`config.mk`:
```
export PLATFORM = sky130hd
export DESIGN_NAME = uart_cmd_responder
export DESIGN_NICKNAME = d
export VERILOG_FILES = /design/src/rtl/uart_cmd_responder.sv
export SDC_FILE = /design/constraint.sdc
export NUM_CORES = 1
export LEC_CHECK = 0
export CAP_MARGIN = 5
export CORE_MARGIN = 2
export CORE_UTILIZATION = 45
export DETAILED_ROUTE_END_ITERATION = 7
export PLACE_DENSITY = 0.73
export SLEW_MARGIN = 20
export SYNTH_ARGS = -nofsm -noshare
export SYNTH_HDL_FRONTEND = slang
export SYNTH_SLANG_ARGS = --single-unit
```
`constraint.sdc`:
```
create_clock -name clk100M -period 16.1 [get_ports clk100M]
set_input_delay 2.415 -clock clk100M [delete_from_list [all_inputs] [get_ports clk100M]]
set_output_delay 2.415 -clock clk100M [all_outputs]
set_load 0.05 [all_outputs]
```
`src/rtl/uart_cmd_responder.sv`:
```
// ---------------------------------------------------------------------------
// uart_cmd_responder
//
// Device-side command engine for the serial control link.
//
// Bytes from the UART receiver are parsed as commands:
//   WRITE (opcode 4'b0010): four data bytes follow, MSB first. They update
//                           one 32-bit output port register.
//   READ  (opcode 4'b0011): the selected input port is captured and returned
//                           as four bytes through the UART transmitter,
//                           MSB first.
// Any other opcode is silently dropped.
//
// Ports:
//   clk100M    in   1     master clock, 100 MHz
//   reset_n    in   1     asynchronous reset. Active HIGH despite the name.
//   rx_data    in   8     received byte, valid while rx_ready=1
//   rx_ready   in   1     one-cycle pulse, new byte on rx_data
//   tx_data    out  8     byte to transmit, held until the next tx_en
//   tx_en      out  1     one-cycle pulse, start transmission of tx_data
//   tx_ready   in   1     transmitter idle and able to accept a byte
//   out_ports  out  32*N  register bank, port k at bits [32k+31:32k]
//   out_wr     out  1     one-cycle pulse, a port register was updated
//   out_addr   out  4     port index of the last write
//   in_addr    out  4     select for the external input port mux
//   in_data    in   32    selected input port value
//   busy       out  1     high whenever the engine is not idle
// ---------------------------------------------------------------------------
module uart_cmd_responder #(
    parameter int NUM_OUT_PORTS  = 10,
    parameter int TIMEOUT_CYCLES = 2_000_000
) (
    input  logic                       clk100M,
    input  logic                       reset_n,
    input  logic [7:0]                 rx_data,
    input  logic                       rx_ready,
    output logic [7:0]                 tx_data,
    output logic                       tx_en,
    input  logic                       tx_ready,
    output logic [32*NUM_OUT_PORTS-1:0] out_ports,
    output logic                       out_wr,
    output logic [3:0]                 out_addr,
    output logic [3:0]                 in_addr,
    input  logic [31:0]                in_data,
    output logic                       busy
);

    localparam logic [3:0] OP_WRITE = 4'b0010;
    localparam logic [3:0] OP_READ  = 4'b0011;

    // The timeout counter only needs to reach TIMEOUT_CYCLES-1.
    localparam int TW = (TIMEOUT_CYCLES > 2) ? $clog2(TIMEOUT_CYCLES) : 1;
    localparam logic [TW-1:0] TIMEOUT_LAST = TW'(TIMEOUT_CYCLES - 1);

    typedef enum logic [2:0] {
        IDLE,
        WR_DATA,
        RD_CAPTURE,
        RD_SEND,
        RD_WAIT
    } state_t;

    state_t          state;
    state_t          state_next;

    logic [3:0]      cmd_port;
    logic [2:0]      byte_cnt;
    logic [31:0]     assembly;
    logic [31:0]     tx_shift;
    logic [TW-1:0]   timeout_cnt;
    logic [31:0]     port_regs [NUM_OUT_PORTS];

    logic            start_write;
    logic            start_read;
    logic            take_byte;
    logic            commit;
    logic            capture;
    logic            tx_fire;
    logic            timeout_hit;
    logic            port_ok;
    logic [31:0]     write_word;

    assign timeout_hit = (timeout_cnt == TIMEOUT_LAST);
    assign port_ok     = (int'(cmd_port) < NUM_OUT_PORTS);

    // State register.
    always_ff @(posedge clk100M or posedge reset_n) begin
        if (reset_n) begin
            state <= IDLE;
        end else begin
            state <= state_next;
        end
    end

    // Next-state logic.
    // In RD_WAIT, tx_en is high for exactly the first cycle. During that
    // cycle the transmitter may not have dropped tx_ready yet, so tx_ready
    // is ignored while tx_en is still high.
    always_comb begin
        state_next = state;
        case (state)
            IDLE: begin
                if (start_write) begin
                    state_next = WR_DATA;
                end else if (start_read) begin
                    state_next = RD_CAPTURE;
                end
            end
            WR_DATA: begin
                if (commit) begin
                    state_next = IDLE;
                end else if (!rx_ready && timeout_hit) begin
                    state_next = IDLE;
                end
            end
            RD_CAPTURE: begin
                state_next = RD_SEND;
            end
            RD_SEND: begin
                if (tx_fire) begin
                    state_next = RD_WAIT;
                end
            end
            RD_WAIT: begin
                if (!tx_en && tx_ready) begin
                    state_next = (byte_cnt == 3'd4) ? IDLE : RD_SEND;
                end
            end
            default: begin
                state_next = IDLE;
            end
        endcase
    end

    // Output decode: per-state strobes that steer the datapath.
    // rx_ready is only acted on in IDLE and WR_DATA. Bytes that arrive
    // during a read response are dropped because the link is half-duplex.
    always_comb begin
        start_write = 1'b0;
        start_read  = 1'b0;
        take_byte   = 1'b0;
        commit      = 1'b0;
        capture     = 1'b0;
        tx_fire     = 1'b0;
        write_word  = {assembly[23:0], rx_data};
        case (state)
            IDLE: begin
                start_write = rx_ready && (rx_data[7:4] == OP_WRITE);
                start_read  = rx_ready && (rx_data[7:4] == OP_READ);
            end
            WR_DATA: begin
                take_byte = rx_ready;
                commit    = rx_ready && (byte_cnt == 3'd3);
            end
            RD_CAPTURE: begin
                capture = 1'b1;
            end
            RD_SEND: begin
                tx_fire = tx_ready;
            end
            default: begin
            end
        endcase
    end

    // Command datapath.
    // byte_cnt is shared by both directions: it counts data bytes received
    // on a write and bytes handed to the transmitter on a read.
    always_ff @(posedge clk100M or posedge reset_n) begin
        if (reset_n) begin
            cmd_port    <= '0;
            byte_cnt    <= '0;
            assembly    <= '0;
            tx_shift    <= '0;
            timeout_cnt <= '0;
            in_addr     <= '0;
        end else begin
            if (start_write || start_read) begin
                cmd_port <= rx_data[3:0];
                byte_cnt <= '0;
            end else if (take_byte || tx_fire) begin
                byte_cnt <= byte_cnt + 3'd1;
            end

            if (start_read) begin
                in_addr <= rx_data[3:0];
            end

            if (start_write) begin
                assembly <= '0;
            end else if (take_byte) begin
                assembly <= write_word;
            end

            if (capture) begin
                tx_shift <= in_data;
            end else if (tx_fire) begin
                tx_shift <= {tx_shift[23:0], 8'h00};
            end

            if (rx_ready || (state != WR_DATA)) begin
                timeout_cnt <= '0;
            end else begin
                timeout_cnt <= timeout_cnt + TW'(1);
            end
        end
    end

    // Registered outputs toward the UART and the sensor datapath.
    // busy is derived from state_next so that it tracks the state register
    // exactly.
    always_ff @(posedge clk100M or posedge reset_n) begin
        if (reset_n) begin
            tx_data  <= '0;
            tx_en    <= 1'b0;
            out_wr   <= 1'b0;
            out_addr <= '0;
            busy     <= 1'b0;
        end else begin
            tx_en  <= tx_fire;
            out_wr <= commit && port_ok;
            busy   <= (state_next != IDLE);
            if (tx_fire) begin
                tx_data <= tx_shift[31:24];
            end
            if (commit && port_ok) begin
                out_addr <= cmd_port;
            end
        end
    end

    // Output register bank.
    // A write to a port beyond the bank matches no entry, so the word is
    // dropped.
    always_ff @(posedge clk100M or posedge reset_n) begin
        if (reset_n) begin
            for (int k = 0; k < NUM_OUT_PORTS; k++) begin
                port_regs[k] <= '0;
            end
        end else begin
            for (int k = 0; k < NUM_OUT_PORTS; k++) begin
                if (commit && (cmd_port == 4'(k))) begin
                    port_regs[k] <= write_word;
                end
            end
        end
    end

    for (genvar g = 0; g < NUM_OUT_PORTS; g++) begin : g_flatten
        assign out_ports[32*g +: 32] = port_regs[g];
    end

endmodule
```
* Word-level counts from Yosys, hierarchy flattened
Cells that the tools add are included. Widths: inputs -> output; s select.
Storage, ports and cells: register bits 426, bits in latches 0, memory bits (writable) 0, bits in read-only memories 0, bits of input ports 44, output and inout port bits 339, memories 0
Operators by class: $add $sub $neg 2, multiply operators 0, divide/modulo/power cells 0, $lt $le $gt $ge 1, equality and inequality tests 19, shift-type cells 0, mux-type cells 21, bitwise gates (word level) 0, reduce and logical (&&, ||, !) cells 27
Operator list (count):
- $mux 32 | 2
- $mux 24 | 2
- $mux 3 | 8
- $add 21x1->21 const B | 1
- $eq 21x21->1 const B | 1
- $mux 21 | 1
- $eq 4x2->1 const B | 4
- $eq 4x3->1 const B | 4
- $logic_and 1x1->1 | 16
- $pmux 3 s5 | 1
- $eq 3x2->1 const B | 3
- $eq 4x4->1 const B | 2
- $eq 3x3->1 const B | 2
- $mux 1 | 6
- $reduce_bool 2->1 | 3
- $eq 4x1->1 const B | 1
- $logic_not 4->1 | 1
- $lt 4x4->1 const B | 1
- $add 3x1->3 const B | 1
- $eq 3x1->1 const B | 1
- $logic_not 3->1 | 1
- $logic_or 1x1->1 | 3
- $ne 3x1->1 const B | 1
- $reduce_bool 3->1 | 1
- other kinds (2) | 3

* Logic depth before layout (Yosys ltp)
depth in word-level cells 7, gate-level depth with buffers 8

* Worst setup path before layout
No wires, ideal clock.
path kind input to register, start input rx_ready, end register port_regs, in the netlist out_ports[64], arrival time 3.819 ns, setup slack 12.156 ns, stages on the path 6, path buffers 2, cell sequence and4bb_1 > buf_2 > nand4b_1 > nor3b_2 > buf_2 > mux2_2
Between the ends: cells in the longest elaborated chain, start to end 3
RTL lines:
- from (decl) | RTL line 36 | input logic rx_ready,
- $logic_and 1x1->1 | RTL line 153 | commit = rx_ready && (byte_cnt == 3'd3);
- $mux 1 | RTL line 146 | case (state)
- $logic_and 1x1->1 | RTL line 242 | if (commit && (cmd_port == 4'(k))) begin
- to (signal, indexed assignment) | RTL line 243 | port_regs[k] <= write_word;
- to (decl) | RTL line 71 | logic [31:0] port_regs [NUM_OUT_PORTS];
Every way passes these cells. A chain may end at the register's enable or synchronous reset.

* Worst setup path after layout
start input rx_ready, end register port_regs, in the netlist out_ports[11]
The elaborated chain is that of the path after synthesis.

==> flow_summary_export.csv <==
group,metric,value,unit
placement,placed_area,20770,µm²
clock_tree,cts_buffer_depth,3,
logic_synthesis,yosysMostFrequentCell,"dfrtp_1",
pwr,p_seq_frac,0.443,
setup_path,crit_path_end,"out_ports[11]",
global_routing,grt_use_total,0.2334,
setup_path,criticalPathCategory,"in2reg",
global_routing,grt_max_degree,125,
setup_path,r2r_slack,12310,ps
sta,maxSlewViolCount,0,
final_layout,multi_input_area,5545,µm²
sta,fin_ws,10320,ps
drt,vias,10560,
clock_tree,cts_setup_buffers,0,
final_layout,area_growth,34.95,%
clock_tree,cts_hold_buf,0,
final_layout,regArea,10660,µm²
die,start_util,0.4540,
logic_synthesis,async_reset_ff_frac,1.000,
die,dieArea,38310,µm²
placement,routabilityCongestion,0.7902,
drt,drt-vias-per-instance,5.302,
die,ios,383,
logic_synthesis,netlist_area,16540,µm²
setup_path,r2r.worst_path.cells,5,
setup_path,cp_max_fo,34,
status,status,"finished clean",
clock_tree,tritoncts,"yes",
placement,pre_cts_slack,9725,ps
clock_tree,cts_root_buf,"clkbuf_16",
setup_path,r2r_start,"state[2]",
logic_synthesis,synth_nets,1177,
die,die_h,195.7,µm
worst_hold_path,hold_path.class,"reg2reg",
drt,wl,44.41,mm
pwr,leakage,10.57,nW
drt,dr.pass1.iters,7,
sta,setup_tns,0,ps
final_layout,design_area,22320,µm²
logic_synthesis,synth_seq_area_share,0.6445,
final_layout,finalNetCount,1537,
logic_synthesis,ys_dominant_reg_cell,"dfrtp_1",
pwr,pwr-share-comb,0.182,
sta,rsz0062_at_grt,"false",
logic_synthesis,ys_seq_elements,426,
logic_synthesis,synth_cell_type_count,50,
global_routing,antenna_found_initial,0,
setup_path,arrival,6210,ps
logic_synthesis,synth_largest_area_cell,"dfrtp_1",
final_layout,fillers,2810,
sta,post-route-period-util,0.3588,
logic_synthesis,synth_warnings,0,
final_layout,n_antenna_cell,0,
sta,fmax,0.1731,GHz
logic_synthesis,ys_top_cells_by_count,"426 x dfrtp_1, 335 x mux2_2, 61 x nand2_1",
die,die_width,195.7,µm
flow_run,drv_cap,0,
pwr,powerDensity,124.5,nW/µm²
pwr,p_int,1.946,mW
sta,hold_viol,0,
setup_path,reg2reg_to,"out_ports[11]",
clock_tree,cts_max_level,2,
sta,finalSetupViolations,0,
drt,drt-wirelength-per-cell,22.31,µm
drt,drt_iter0_drc,367,
clock_tree,numCtsBuffers,46,
drt,postRouteAntennaNets,0,
pwr,p_total,2.780,mW
pwr,ir_drop,0.0001194,V
sta,max_slew_margin,0.3006,
clock_tree,cts_resized,0,
pwr,p_sw,0.8344,mW
die,rows,70,
clock_tree,clk_latency,560,ps
setup_path,crit_start,"rx_ready",
logic_synthesis,synth.avg_cell_area,14.65,µm²
setup_path,required,16540,ps
logic_synthesis,synth_cells,1129,
logic_synthesis,netlist_top_cells_area,"dfrtp_1 64%, mux2_2 23%, nand2_1 1.4%",
placement,portBuffers,382,
global_routing,grt_pass1_wl,67.92,mm
sta,finalCriticalPeriod,5776,ps
clock_tree,cts.sinks,426,
logic_synthesis,synth-edff-count,0,
logic_synthesis,synth_top_area_frac,0.6445,
sta,worst-slew-pin-transition,1045,ps
setup_path,cp-start-kind,"primary input",
die,core_area,36430,µm²
global_routing,overflow,0,
drt,drc,0,
global_routing,grt_pass1_vias,10950,
pwr,power_frac_clock,0.376,
setup_path,end_kind,"register",
clock_tree,clk_pin_slew,60,ps
sta,skew,14.91,ps
final_layout,drive_above_1_share,0.2935,
pwr,sw_frac_of_total,0.3001,
placement,dp.final_hpwl,28.47,mm
[per-stage QoR]
| step | instances | hold WS [ps] | util |
|---|---|---|---|
| CTS | 1989 | 476.0 | 0.6113 |
| detailed placement | 1907 | 461.0 | 0.5700 |
| floorplan | 1129 | 440.3 | - |
| finish | 1991 | 474.3 | 0.6127 |
| global placement | 1907 | 457.8 | 0.5700 |
| global route | 1991 | 501.9 | 0.6127 |
[worst min path at each step]
stage	startpoint	to	slack, ps	cells past startpoint
after floorplan	tx_shift[24]	tx_shift[24]	440	2
after global placement	tx_shift[31]	tx_shift[31]	460	2
after detailed placement	tx_shift[25]	tx_shift[25]	460	2
after CTS	tx_shift[25]	tx_shift[25]	480	2
after global routing	tx_shift[26]	tx_shift[26]	500	2
final	out_addr[2]	out_addr[2]	470	1
[worst max-delay path, cell delays in order]
cell,delay (ps)
clkdlybuf4s50_1,630
and4bb_2,950
nand4b_1,550
nor3_4,790
buf_4,460
mux2_2,390
[power by group through the flow]
stage          combinational (mW)  clock [mW]  sequential (mW)
2_1_floorplan               0.125           0             1.42
3_3_place_gp                0.499           0             1.25
3_5_place_dp                0.506           0             1.25
4_1_cts                     0.507        1.07             1.23
5_1_grt                     0.527        1.11             1.24
6_report                    0.505        1.04             1.23
[sequential cells by signal, summed over array words and instances (netlist names), 3 cells and up]
register and count:
out_addr 4, tx_shift 32, state 3, byte_cnt 3, out_ports 320, in_addr 4, assembly 24, tx_data 8
timeout_cnt 21, cmd_port 4
[cell families after synthesis]
logic type,share of synthesized area
XOR/XNOR,0.007413
AO/OA/AOI/OAI,0.02474
AND/OR/NAND/NOR,0.05310
multiplexers,0.2427
flip-flops,0.6445
adder cells (fa/ha/maj),0.003026
buffers and inverters,0.02451
[layout make-up]
cell class / count / share of cell area
Clock buffer: 68 / 0.06160
Clock inverter: 14 / 0.005717
Tap cell: 468 / 0.02623
Inverter: 9 / 0.001850
Multi-Input combinational cell: 607 / 0.2484
Sequential cell: 426 / 0.4775
Timing Repair Buffer: 399 / 0.1786
[routing by layer]
metal | track usage | wire length (µm)
met1 | 0.3153 | 19360
met2 | 0.3717 | 20810
met3 | 0.06464 | 3274
met4 | 0.06846 | 965
met5 | 0 | 0
[layout by cell type (no fill, tap or decap), drive strengths merged, types with 3 or more instances in the layout]
master / instances
nor3: 4
or3: 4
o21ai: 7
and4: 3
mux2: 337
xnor2: 11
clkinv: 11
nor3b: 5
nand2: 61
dfrtp: 426
mux2i: 22
nor2: 46
o31ai: 3
nor4: 5
buf: 17
nor2b: 4
or4: 3
clkbuf: 68
inv: 10
clkdlybuf4s50: 382
nand4b: 3
xor2: 3
a22o: 8
ha: 4
nor4b: 3
nand4: 3
nand2b: 5
a21oi: 9
nand3: 11
a22oi: 24
Power figures use the tool's default switching activity.
